<file path="src/rtl/cache_meta_ctrl_if.sv">
// Bundle between the cache metadata controller, its requester, the metadata
// array and the fill engine.
//
// Handshake: an access is offered by holding req high with addr stable; the
// controller accepts it only in an idle cycle (busy low) and answers with a
// single-cycle done pulse carrying hit/hit_way. A fill is requested by holding
// fill_req high with fill_addr stable until fill_done is seen for one cycle;
// fill_done is meaningful only while fill_req is high.
interface cache_meta_ctrl_if;
   logic        req;
   logic [15:0] addr;
   logic [7:0]  meta_rd0;
   logic [7:0]  meta_rd1;
   logic        fill_done;
   logic [63:0] block_enable;
   logic [7:0]  meta_wr_data;
   logic        meta_write0;
   logic        meta_write1;
   logic        fill_req;
   logic [15:0] fill_addr;
   logic        busy;
   logic        done;
   logic        hit;
   logic        hit_way;

   // Environment side: requester, metadata array and memory.
   modport master (
      output req, addr, meta_rd0, meta_rd1, fill_done,
      input  block_enable, meta_wr_data, meta_write0, meta_write1,
             fill_req, fill_addr, busy, done, hit, hit_way
   );

   // Controller side.
   modport slave (
      input  req, addr, meta_rd0, meta_rd1, fill_done,
      output block_enable, meta_wr_data, meta_write0, meta_write1,
             fill_req, fill_addr, busy, done, hit, hit_way
   );
endinterface

</file>
<file path="src/rtl/cache_meta_ctrl.sv">
// Metadata controller for a 64-set, 2-way cache with 16-bit addresses
// (tag = addr[15:10], index = addr[9:4]). Each access reads both ways'
// metadata, decides hit or victim, waits for a fill on a miss, then
// rewrites the target way as valid/most-recent and the other way as victim.
// Metadata byte: [7] valid, [6] lru (1 = victim candidate), [5:0] tag.
module cache_meta_ctrl (
   input  logic             clk,
   input  logic             rst,
   cache_meta_ctrl_if.slave bus,
   output logic [2:0]       dbg_state
);

   typedef enum logic [2:0] {
      IDLE      = 3'd0,
      LOOKUP    = 3'd1,
      FILL_WAIT = 3'd2,
      WR_SELF   = 3'd3,
      WR_OTHER  = 3'd4
   } state_t;

   state_t     state;
   logic [5:0] tag_q;
   logic [5:0] index_q;
   logic [7:0] meta0_q;
   logic [7:0] meta1_q;
   logic       way_q;
   logic       hit_q;

   logic       hit0;
   logic       hit1;
   logic       lookup_hit;
   logic       lookup_way;
   logic       unused_addr_bits;

   // Block offset bits never influence metadata.
   assign unused_addr_bits = ^bus.addr[3:0];

   assign dbg_state = state;

   function automatic logic [63:0] onehot(input logic [5:0] idx);
      onehot = 64'd1 << idx;
   endfunction

   // Hit detection and victim choice from the metadata read in LOOKUP.
   always_comb begin
      hit0       = bus.meta_rd0[7] && (bus.meta_rd0[5:0] == tag_q);
      hit1       = bus.meta_rd1[7] && (bus.meta_rd1[5:0] == tag_q);
      lookup_hit = hit0 || hit1;
      if (hit0)
         lookup_way = 1'b0;
      else if (hit1)
         lookup_way = 1'b1;
      else if (!bus.meta_rd0[7])
         lookup_way = 1'b0;
      else if (!bus.meta_rd1[7])
         lookup_way = 1'b1;
      else
         // Both valid: way 1 only when it alone carries the lru mark.
         lookup_way = bus.meta_rd1[6] && !bus.meta_rd0[6];
   end

   // Access sequencer; every output is registered and set on entry to a state.
   always_ff @(posedge clk) begin
      if (rst) begin
         state            <= IDLE;
         tag_q            <= '0;
         index_q          <= '0;
         meta0_q          <= '0;
         meta1_q          <= '0;
         way_q            <= 1'b0;
         hit_q            <= 1'b0;
         bus.block_enable <= '0;
         bus.meta_wr_data <= '0;
         bus.meta_write0  <= 1'b0;
         bus.meta_write1  <= 1'b0;
         bus.fill_req     <= 1'b0;
         bus.fill_addr    <= '0;
         bus.busy         <= 1'b0;
         bus.done         <= 1'b0;
         bus.hit          <= 1'b0;
         bus.hit_way      <= 1'b0;
      end else begin
         // Strobes and completion flags are single-cycle unless re-armed below.
         bus.meta_wr_data <= '0;
         bus.meta_write0  <= 1'b0;
         bus.meta_write1  <= 1'b0;
         bus.done         <= 1'b0;
         bus.hit          <= 1'b0;
         bus.hit_way      <= 1'b0;
         case (state)
            IDLE: begin
               if (bus.req) begin
                  tag_q            <= bus.addr[15:10];
                  index_q          <= bus.addr[9:4];
                  bus.block_enable <= onehot(bus.addr[9:4]);
                  bus.busy         <= 1'b1;
                  state            <= LOOKUP;
               end
            end
            LOOKUP: begin
               meta0_q <= bus.meta_rd0;
               meta1_q <= bus.meta_rd1;
               way_q   <= lookup_way;
               hit_q   <= lookup_hit;
               if (lookup_hit) begin
                  bus.meta_write0  <= !lookup_way;
                  bus.meta_write1  <= lookup_way;
                  bus.meta_wr_data <= {2'b10, tag_q};
                  state            <= WR_SELF;
               end else begin
                  bus.block_enable <= '0;
                  bus.fill_req     <= 1'b1;
                  bus.fill_addr    <= {tag_q, index_q, 4'b0000};
                  state            <= FILL_WAIT;
               end
            end
            FILL_WAIT: begin
               if (bus.fill_done) begin
                  bus.fill_req     <= 1'b0;
                  bus.fill_addr    <= '0;
                  bus.block_enable <= onehot(index_q);
                  bus.meta_write0  <= !way_q;
                  bus.meta_write1  <= way_q;
                  bus.meta_wr_data <= {2'b10, tag_q};
                  state            <= WR_SELF;
               end
            end
            WR_SELF: begin
               // The other way keeps its valid bit and tag but becomes victim.
               bus.meta_write0  <= way_q;
               bus.meta_write1  <= !way_q;
               bus.meta_wr_data <= way_q ? {meta0_q[7], 1'b1, meta0_q[5:0]}
                                         : {meta1_q[7], 1'b1, meta1_q[5:0]};
               bus.done         <= 1'b1;
               bus.hit          <= hit_q;
               bus.hit_way      <= way_q;
               state            <= WR_OTHER;
            end
            WR_OTHER: begin
               bus.block_enable <= '0;
               bus.busy         <= 1'b0;
               state            <= IDLE;
            end
            default: begin
               bus.block_enable <= '0;
               bus.fill_req     <= 1'b0;
               bus.busy         <= 1'b0;
               state            <= IDLE;
            end
         endcase
      end
   end

endmodule

</file>
<file path="src/flat_wrapper.sv">
// flat-port wrapper written by rule: the top's interface ports become plain ports
module cache_meta_ctrl_flat 
  (clk, rst, dbg_state, bus_req, bus_addr, bus_meta_rd0, bus_meta_rd1, bus_fill_done, bus_block_enable, bus_meta_wr_data, bus_meta_write0, bus_meta_write1, bus_fill_req, bus_fill_addr, bus_busy, bus_done, bus_hit, bus_hit_way);
  cache_meta_ctrl_if bus_i ();
  input  logic clk;
  input  logic rst;
  output logic [2:0] dbg_state;
  input wire logic [$bits(bus_i.req)-1:0] bus_req;
  input wire logic [$bits(bus_i.addr)-1:0] bus_addr;
  input wire logic [$bits(bus_i.meta_rd0)-1:0] bus_meta_rd0;
  input wire logic [$bits(bus_i.meta_rd1)-1:0] bus_meta_rd1;
  input wire logic [$bits(bus_i.fill_done)-1:0] bus_fill_done;
  output wire logic [$bits(bus_i.block_enable)-1:0] bus_block_enable;
  output wire logic [$bits(bus_i.meta_wr_data)-1:0] bus_meta_wr_data;
  output wire logic [$bits(bus_i.meta_write0)-1:0] bus_meta_write0;
  output wire logic [$bits(bus_i.meta_write1)-1:0] bus_meta_write1;
  output wire logic [$bits(bus_i.fill_req)-1:0] bus_fill_req;
  output wire logic [$bits(bus_i.fill_addr)-1:0] bus_fill_addr;
  output wire logic [$bits(bus_i.busy)-1:0] bus_busy;
  output wire logic [$bits(bus_i.done)-1:0] bus_done;
  output wire logic [$bits(bus_i.hit)-1:0] bus_hit;
  output wire logic [$bits(bus_i.hit_way)-1:0] bus_hit_way;
  assign bus_i.req = bus_req;
  assign bus_i.addr = bus_addr;
  assign bus_i.meta_rd0 = bus_meta_rd0;
  assign bus_i.meta_rd1 = bus_meta_rd1;
  assign bus_i.fill_done = bus_fill_done;
  assign bus_block_enable = bus_i.block_enable;
  assign bus_meta_wr_data = bus_i.meta_wr_data;
  assign bus_meta_write0 = bus_i.meta_write0;
  assign bus_meta_write1 = bus_i.meta_write1;
  assign bus_fill_req = bus_i.fill_req;
  assign bus_fill_addr = bus_i.fill_addr;
  assign bus_busy = bus_i.busy;
  assign bus_done = bus_i.done;
  assign bus_hit = bus_i.hit;
  assign bus_hit_way = bus_i.hit_way;
  cache_meta_ctrl u_core (.clk(clk), .rst(rst), .bus(bus_i), .dbg_state(dbg_state));
endmodule
</file>
<file path="config.mk">
export PLATFORM = sky130hd
export DESIGN_NAME = cache_meta_ctrl_flat
export DESIGN_NICKNAME = d
export VERILOG_FILES = /design/src/rtl/cache_meta_ctrl_if.sv /design/src/rtl/cache_meta_ctrl.sv /design/src/flat_wrapper.sv
export SDC_FILE = /design/constraint.sdc
export NUM_CORES = 1
export LEC_CHECK = 0
export BUFFER_PORTS_ARGS = -buffer_cell sky130_fd_sc_hd__buf_4
export CAP_MARGIN = 40
export CELL_PAD_IN_SITES_DETAIL_PLACEMENT = 0
export CELL_PAD_IN_SITES_GLOBAL_PLACEMENT = 1
export CORE_MARGIN = 5
export CORE_UTILIZATION = 35
export CTS_BUF_LIST = sky130_fd_sc_hd__clkbuf_16
export DETAILED_ROUTE_END_ITERATION = 8
export GPL_TIMING_DRIVEN = 1
export PLACE_DENSITY_LB_ADDON = 0.15
export SLEW_MARGIN = 20
export SYNTH_ARGS = -nofsm -noshare
export SYNTH_HDL_FRONTEND = slang
export SYNTH_SLANG_ARGS = --single-unit
</file>
<file path="constraint.sdc">
create_clock -name clk -period 2.95 [get_ports clk]
set_input_delay 0.1475 -clock clk [delete_from_list [all_inputs] [get_ports clk]]
set_output_delay 0.1475 -clock clk [all_outputs]
set_load 0.01 [all_outputs]
</file>
; ---- After elaboration in Yosys (flattened, before gate mapping)
; Index checks and enable logic that the tools add are counted.
[classes]
eq_ne = 9
shifts = 2
n_mux = 31
bitwise_logic = 3
reduce_logical = 18
[ops]
columns = cell, count
row1 = $pmux W64 S4, 1
row2 = $mux W64, 3
row3 = $shl A1 B6 Y64 const A, 2
row4 = $mux W16, 2
row5 = $pmux W16 S2, 1
row6 = $mux W8, 3
row7 = $pmux W8 S3, 1
row8 = $mux W1, 13
row9 = $eq A6 B6 Y1, 2
row10 = $pmux W3 S4, 1
row11 = $pmux W1 S3, 3
row12 = $eq A3 B2 Y1 const B, 2
row13 = $mux W3, 2
row14 = $ne A2 B2 Y1 const B, 3
row15 = $reduce_and A2 Y1, 3
row16 = $reduce_and A3 Y1, 2
row17 = $reduce_or A3 Y1, 2
row18 = $reduce_and A4 Y1, 1
row19 = $eq A3 B1 Y1 const B, 1
row20 = $eq A3 B3 Y1 const B, 1
row21 = $logic_and A1 B1 Y1, 3
row22 = $logic_not A1 Y1, 3
row23 = $logic_not A3 Y1, 1
row24 = $not A1 Y1, 3
row25 = 4 further kinds, 4
[totals]
ff_bits = 128
inputBits = 36
output_inout_bits = 98
word_cells = 80

; ---- Depth between registers and ports, before layout
; Gate-level depths: netlist (run 1).
[depth]
depth_word = 9
ltp_mapped = 8
depth_no_buf = 5

; ---- Worst setup path before layout (run 1)
; Ideal clock, no wire load.
[synth_path]
kind = register -> register
start = register u_core.state[2], in the netlist u_core.dbg_state[2]
end = register u_core.bus.block_enable[41]
arrival_ns = 1.865
required_ns = 2.878
path_slack_ns = 1.014
path_stages_with_launch = 9
path_buffers = 3
period_less_slack_ns = 1.936
path_cell_list = dfxtp_1 > buf_4 > nor3b_2 > buf_6 > mux2_2 > nor2_1 > buf_2 > nand2_1 > mux2i_1
[synth_between]
elab_chain_len = 3
[synth_rtl]
columns = item, line_no
row1 = "start, declared", cache_meta_ctrl.sv:21  ; state_t state;
row2 = "start signal, assigned", cache_meta_ctrl.sv:65  ; state <= IDLE;
row3 = "start signal, assigned", cache_meta_ctrl.sv:97  ; state <= LOOKUP;
row4 = "start signal, assigned", cache_meta_ctrl.sv:109  ; state <= WR_SELF;
row5 = $eq A3 B1 Y1 (tied with other cells), cache_meta_ctrl.sv:90  ; case (state)
row6 = $ne A2 B2 Y1 (no source line) or $not A1 Y1 (tied branches), -
row7 = $reduce_and A4 Y1 (no source line), -
row8 = "end signal, assigned", cache_meta_ctrl.sv:95  ; bus.block_enable <= onehot(bus.addr[9:4]);
row9 = "end signal, assigned", cache_meta_ctrl.sv:121  ; bus.block_enable <= onehot(index_q);
row10 = "end, declared", cache_meta_ctrl_if.sv:36  ; output block_enable, meta_wr_data, meta_write0, meta_write1,
; Several ways; a longest one is shown, not always the timed one.
; A chain may end at the register's enable or synchronous reset.

; ---- Final worst setup path (run 1)
[layout_path]
start = register u_core.state[2], in the netlist u_core.dbg_state[2]
end = register u_core.bus.block_enable[23]
; Same word-level chain as after synthesis.

==> results.sh, run 1 <==
export IMPL_drtIter0Drc=207
export IMPL_clkSinkCount=122
export IMPL_peakVddDrop_mv=0.344
export IMPL_io_buffers=125
export IMPL_num_vias=4670
export IMPL_syn_to_final_growth_pct=32.5
export IMPL_fmax_mhz=440
export IMPL_ant_nets=0
export IMPL_drcViolationCount=0
export IMPL_status="completed"
export IMPL_critPathMaxFanout=10
export IMPL_cts_max_path_buffers=2
export IMPL_area_sequential_um2=2440
export IMPL_cts_root_buf="clkbuf_16"
export IMPL_routed_via_density=4.74
export IMPL_finalSetupTns_ns=0
export IMPL_total_leakage_power_nw=2.92
export IMPL_grt_max_degree=63
export IMPL_final_common_cell="buf_4"
export IMPL_layout_nets=792
export IMPL_hold_viol=0
export IMPL_critical_path_required_ns=3.29
export IMPL_route_final_wire_length_um=15500
export IMPL_rsz0062_at_grt="false"
export IMPL_die_width_um=137
export IMPL_startpoint_type="flop"
export IMPL_clock_skew_ns=0.00896
export IMPL_cts_setup_buffers=0
export IMPL_fp_dieH_um=137
export IMPL_hold_path_class="in -> reg"
export IMPL_final_cell_mix="buf_4, nand2_1, dfxtp_1, mux2i_1, nand2b_1"
export IMPL_antenna_cells=0
export IMPL_grt_pass1_vias=4493
export IMPL_wl_per_cell_um=15.7
export IMPL_worst_setup_path_end_kind="flop"
export IMPL_drv_slew=0
export IMPL_finalCriticalPeriod_ns=2.27
export IMPL_synth_avg_cell_area_um2=9.29
export IMPL_fillers=1580
export IMPL_power_density_nw_per_um2=562
export IMPL_antenna_found_initial=0
export IMPL_insertion_delay_ns=0.41
export IMPL_ff2ff_setup_slack_ns=0.68
export IMPL_synthCells=611
export IMPL_layout_drive_gt1_share=0.273
export IMPL_finalSetupViolCount=0
export IMPL_grt_usage=0.166
export IMPL_worstMarginPinSlew_ns=0.846
export IMPL_synth_seq_cells=122
export IMPL_cp_startpoint="u_core.dbg_state[2]"
export IMPL_grt_pass1_wl_um=24200
export IMPL_yosysWarningCount=0
export IMPL_slew_limit_headroom=0.432
export IMPL_dr_pass1_iters=4
export IMPL_total_power_w=0.00423
export IMPL_synthDistinctLibCells=38
export IMPL_cp_arrival_ns=2.61
export IMPL_grt_ovfl_total=0
export IMPL_min_from="bus_meta_rd0[3]"
export IMPL_gp_congestion=0.753
export IMPL_synthesis_area_um2=5670
export IMPL_clkTransAtPathRegs_ns=0.05
export IMPL_pin_count=134
export IMPL_cts_inserted_buffers=17
export IMPL_timing_final_crit_share=0.770
export IMPL_rows=46
export IMPL_multiInputGateArea_um2=2930
export IMPL_initial_core_util=0.357
export IMPL_dieArea_um2=18900
export IMPL_hpwl_um=10700
export IMPL_synth_seq_area_share=0.430
export IMPL_htree_levels=4
export IMPL_core_um2=15900
export IMPL_maxCapViolCount=0
export IMPL_cts_tree="done"
export IMPL_r2r_start="u_core.dbg_state[2]"
export IMPL_path_class="reg -> reg"
[stage by stage]
stage	instances	hold WS, ns	setup slack (ns)	utilization	area (µm²)
3_5_place_dp	927	0.409	0.657	0.423	6720
5_1_grt	985	0.0186	0.445	0.473	7520
3_3_place_gp	927	0.402	0.686	0.423	6720
6_report	985	0.0202	0.680	0.473	7520
2_1_floorplan	614	0.283	1.01	-	5690
4_1_cts	984	0.00251	0.646	0.473	7510
[cell type report]
type                    count  area share
multi-input cells         448       0.390
well taps                 216      0.0360
inverters                   3     0.00150
clock buffers              17      0.0566
repair buffers            164       0.176
clock inverters            15      0.0148
flip-flops and latches    122       0.325
[where the power goes]
part           internal, W  leakage, nW  switching (W)
clock              0.00114        0.260       0.000748
combinational     0.000266         1.68       0.000336
sequential         0.00169        0.987      0.0000444
total              0.00310         2.92        0.00113
[kinds of logic after synthesis]
| group | after synthesis | synth area share |
|---|---|---|
| AOI/OAI and AO/OA | 55 | 0.0509 |
| xor gates and xnor gates | 12 | 0.0185 |
| buffers and inverters | 44 | 0.0558 |
| DFF | 122 | 0.430 |
| muxes | 94 | 0.170 |
| other | 1 | 0.000661 |
| and+or+nand+nor | 283 | 0.274 |
[timing repair]
item,4_1_cts,5_1_grt
hold endpoints to repair,25,0
hold buffers,25,0
resized for setup,0,0
[final timing paths]
path	to	depth (start not counted)
worst max-delay path	u_core.bus.block_enable[23]	6
worst min-delay path	u_core.meta0_q[3]	3
worst min register to register	u_core.meta0_q[1]	2
worst max register to register	u_core.bus.block_enable[23]	6
[synthesized netlist by cell type]
master	count	area (µm²)
or3b_2	12	105
buf_4	6	45.0
a211oi_1	1	7.51
nand4_1	1	6.26
and2_1	5	31.3
a21oi_1	40	200
xnor2_1	8	70.1
conb_1	1	3.75
a31oi_1	2	12.5
o21ai_0	9	45.0
nor2b_1	1	6.26
a211o_2	1	10.0
nor3b_2	1	12.5
nor4b_2	1	15.0
nor3_1	5	25.0
buf_6	1	11.3
dfxtp_1	122	2440
clkbuf_1	21	78.8
nand2b_1	78	488
mux2i_2	4	55.1
nor3b_4	1	18.8
inv_1	3	11.3
nor2_1	27	101
o21ai_1	1	5.00
mux2i_1	85	851
nor4_2	17	213
mux2_2	5	56.3
nor3_2	1	10.0
nand2_1	126	473
nand4_2	1	12.5
buf_2	6	30.0
nor4_1	1	6.26
a211o_1	1	8.76
nand3_1	2	10.0
xor2_1	4	35.0
or4_1	2	15.0
or3_1	1	6.26
buf_12	7	140
[layer usage]
layer,global-route usage,vias up,routed length (µm)
met3,0.0365,13,678
li1,-,2342,-
met2,0.262,90,7260
met1,0.226,2225,7340
met4,0.0516,0,196
met5,0,-,0
[flip-flops by register name (all words and copies together) (netlist names)]
register,flops
u_core.bus.fill_addr,12
u_core.bus.hit_way,1
u_core.bus.meta_write0,1
u_core.hit_q,1
u_core.index_q,6
u_core.tag_q,6
u_core.bus.fill_req,1
u_core.bus.meta_wr_data,8
u_core.bus.block_enable,64
u_core.way_q,1
u_core.meta0_q,7
u_core.dbg_state,3
u_core.bus.done,1
u_core.meta1_q,7
u_core.bus.busy,1
u_core.bus.meta_write1,1
u_core.bus.hit,1
[critical path, cell delays in order (launching register included)]
cell	delay, ns
dfxtp_1	0.45
nor3b_2	0.23
buf_4	0.24
mux2_2	0.48
nor4_2	0.53
nand2_1	0.13
mux2i_1	0.14
No activity file was read; power rests on OpenSTA's default activity.
==> run 2, diff against run 1 <==
- clock period: 2.95 -> 2 ns (I/O delays scaled with it)
==> run 2 against run 1 <==
Final area grew 10%. Sequential share of layout area decreased by 3.0 points. Sequential cell count unchanged. Worst setup slack worse by 0.65 ns. Sequential power is 47% higher. Routed wire length is 6.5% higher. Worst hold slack improved by 0.080 ns. Critical endpoint is now u_core.bus.block_enable[4]. Highest routed layer unchanged.
==> results.sh, run 2 (synthesis gave the netlist of run 1 again) <==
export IMPL_wl_per_cell_um=16.0
export IMPL_status="completed"
export IMPL_hpwl_um=11200
export IMPL_drv_slew=0
export IMPL_cp_top_family="simple AND/OR/NAND/NOR gates"
export IMPL_cts_inserted_buffers=17
export IMPL_pin_count=134
export IMPL_final_cell_mix="buf_4, dfxtp_1, nand2_1, mux2i_1, nand2b_1"
export IMPL_finalSetupViolCount=0
export IMPL_critPathMaxFanout=8
export IMPL_maxCapViolCount=0
export IMPL_fp_dieH_um=137
export IMPL_largest_reg_flops=64
export IMPL_hold_slack_ns=0.101
export IMPL_io_buffers=125
export IMPL_cts_tree="done"
export IMPL_die_width_um=137
export IMPL_clkTransAtPathRegs_ns=0.06
export IMPL_dp_cells=949
export IMPL_slew_limit_headroom=0.607
export IMPL_finalCriticalPeriod_ns=1.97
export IMPL_layout_drive_gt1_share=0.328
export IMPL_grt_ovfl_total=0
export IMPL_peakVddDrop_mv=0.613
export IMPL_dp_slack_ns=-0.0265
export IMPL_initial_core_util=0.357
export IMPL_num_vias=4841
export IMPL_cts_max_path_buffers=2
export IMPL_rows=46
export IMPL_worst_setup_path_end_kind="flop"
export IMPL_gp_congestion=0.809
export IMPL_critPathMaxStageDelay_ns=0.41
export IMPL_hold_viol=0
export IMPL_cts_root_buf="clkbuf_16"
export IMPL_htree_levels=4
export IMPL_power_density_nw_per_um2=857
export IMPL_route_final_wire_length_um=16500
export IMPL_critical_path_required_ns=2.34
export IMPL_fin_ws_ns=0.0279
export IMPL_layout_nets=837
export IMPL_path_class="reg -> reg"
export IMPL_final_core_util=0.522
export IMPL_drtIter0Drc=314
export IMPL_fillers=1482
export IMPL_ant_nets=0
export IMPL_largestRegisters="u_core.bus.block_enable x64, u_core.bus.fill_addr x12, u_core.bus.meta_wr_data x8"
export IMPL_timing_final_crit_share=0.986
export IMPL_grt_max_degree=39
export IMPL_dr_pass1_iters=4
export IMPL_path_buf_inv=2
export IMPL_syn_to_final_growth_pct=46.2
export IMPL_antenna_found_initial=0
export IMPL_grt_pass1_vias=4710
export IMPL_finalSetupTns_ns=0
export IMPL_clkSinkCount=122
export IMPL_drcViolationCount=0
export IMPL_dieArea_um2=18900
export IMPL_fmax_mhz=507
export IMPL_crit_slowest_cell="mux2_4"
export IMPL_final_common_cell="buf_4"
export IMPL_grt_pass1_wl_um=25400
export IMPL_core_um2=15900
export IMPL_routed_via_density=4.70
export IMPL_hold_path_class="in -> reg"
export IMPL_worstMarginPinSlew_ns=0.588
export IMPL_ff2ff_setup_slack_ns=0.03
export IMPL_cp_arrival_ns=2.32
export IMPL_startpoint_type="flop"
export IMPL_regMostFlops="u_core.bus.block_enable"
export IMPL_clock_skew_ns=0.0109
export IMPL_crit_chain="nor3b_4 -> clkbuf_16 -> buf_8 -> mux2_4 -> nor4_4 -> nand2_1 -> mux2i_1"
export IMPL_antenna_cells=0
export IMPL_grt_usage=0.174
export IMPL_rsz0062_at_grt="true"
export IMPL_fin_cells=1030
export IMPL_insertion_delay_ns=0.42
export IMPL_total_leakage_power_nw=3.29
run 2: worst register-to-register path: cells and delay by family, from the launching register on:
family                 cells  cell delay [ns]
buffers and inverters      2             0.32
multiplexers               2             0.55
AND/OR/NAND/NOR            3             0.70
flip-flops                 1             0.33
run 2: where the power goes:
part,internal (W),switching (W)
Clock,0.00221,0.00119
Sequential,0.00250,0.0000576
Combinational,0.000553,0.000595
Total,0.00527,0.00184
run 2: repair_timing:
item | CTS | global route
hold buffers | 26 | 0
gates resized for setup | 1 | 42
cloned | 0 | 0
pin swaps | 0 | 19
setup endpoints to repair | 16 | 67
hold endpoints to repair | 26 | 0
buffers inserted | 0 | 23
run 2: metal layers:
| metal | vias to the layer above | track usage | part of all wire |
|---|---|---|---|
| met5 | - | 0 | 0 |
| met4 | 0 | 0.0560 | 0.012 |
| met3 | 15 | 0.0398 | 0.039 |
| met2 | 98 | 0.275 | 0.48 |
| met1 | 2313 | 0.236 | 0.47 |
| li1 | 2415 | - | - |
run 2: final cells by class:
class / count / area [µm²] / area share
multi-input combinational: 448 / 3130 / 0.377
sequential: 122 / 2440 / 0.295
timing repair buffer: 209 / 1790 / 0.216
clock buffer: 17 / 425 / 0.0513
tap: 216 / 270 / 0.0326
clock inverter: 15 / 220 / 0.0265
inverter: 3 / 11.3 / 0.00136
run 2: worst paths after layout:
kind / start / end / depth (start not counted)
max: u_core.dbg_state[0] / u_core.bus.block_enable[4] / 7
min: rst / u_core.dbg_state[2] / 2
min reg2reg: u_core.meta0_q[5] / u_core.meta0_q[5] / 2
max reg2reg: u_core.dbg_state[0] / u_core.bus.block_enable[4] / 7
run 2: through the flow:
step                      area (µm²)  power, W
after floorplan                 5690   0.00327
after global placement          6930   0.00352
after detailed placement        6930   0.00353
after CTS                       7850   0.00698
after global routing            8300   0.00736
final                           8300   0.00711
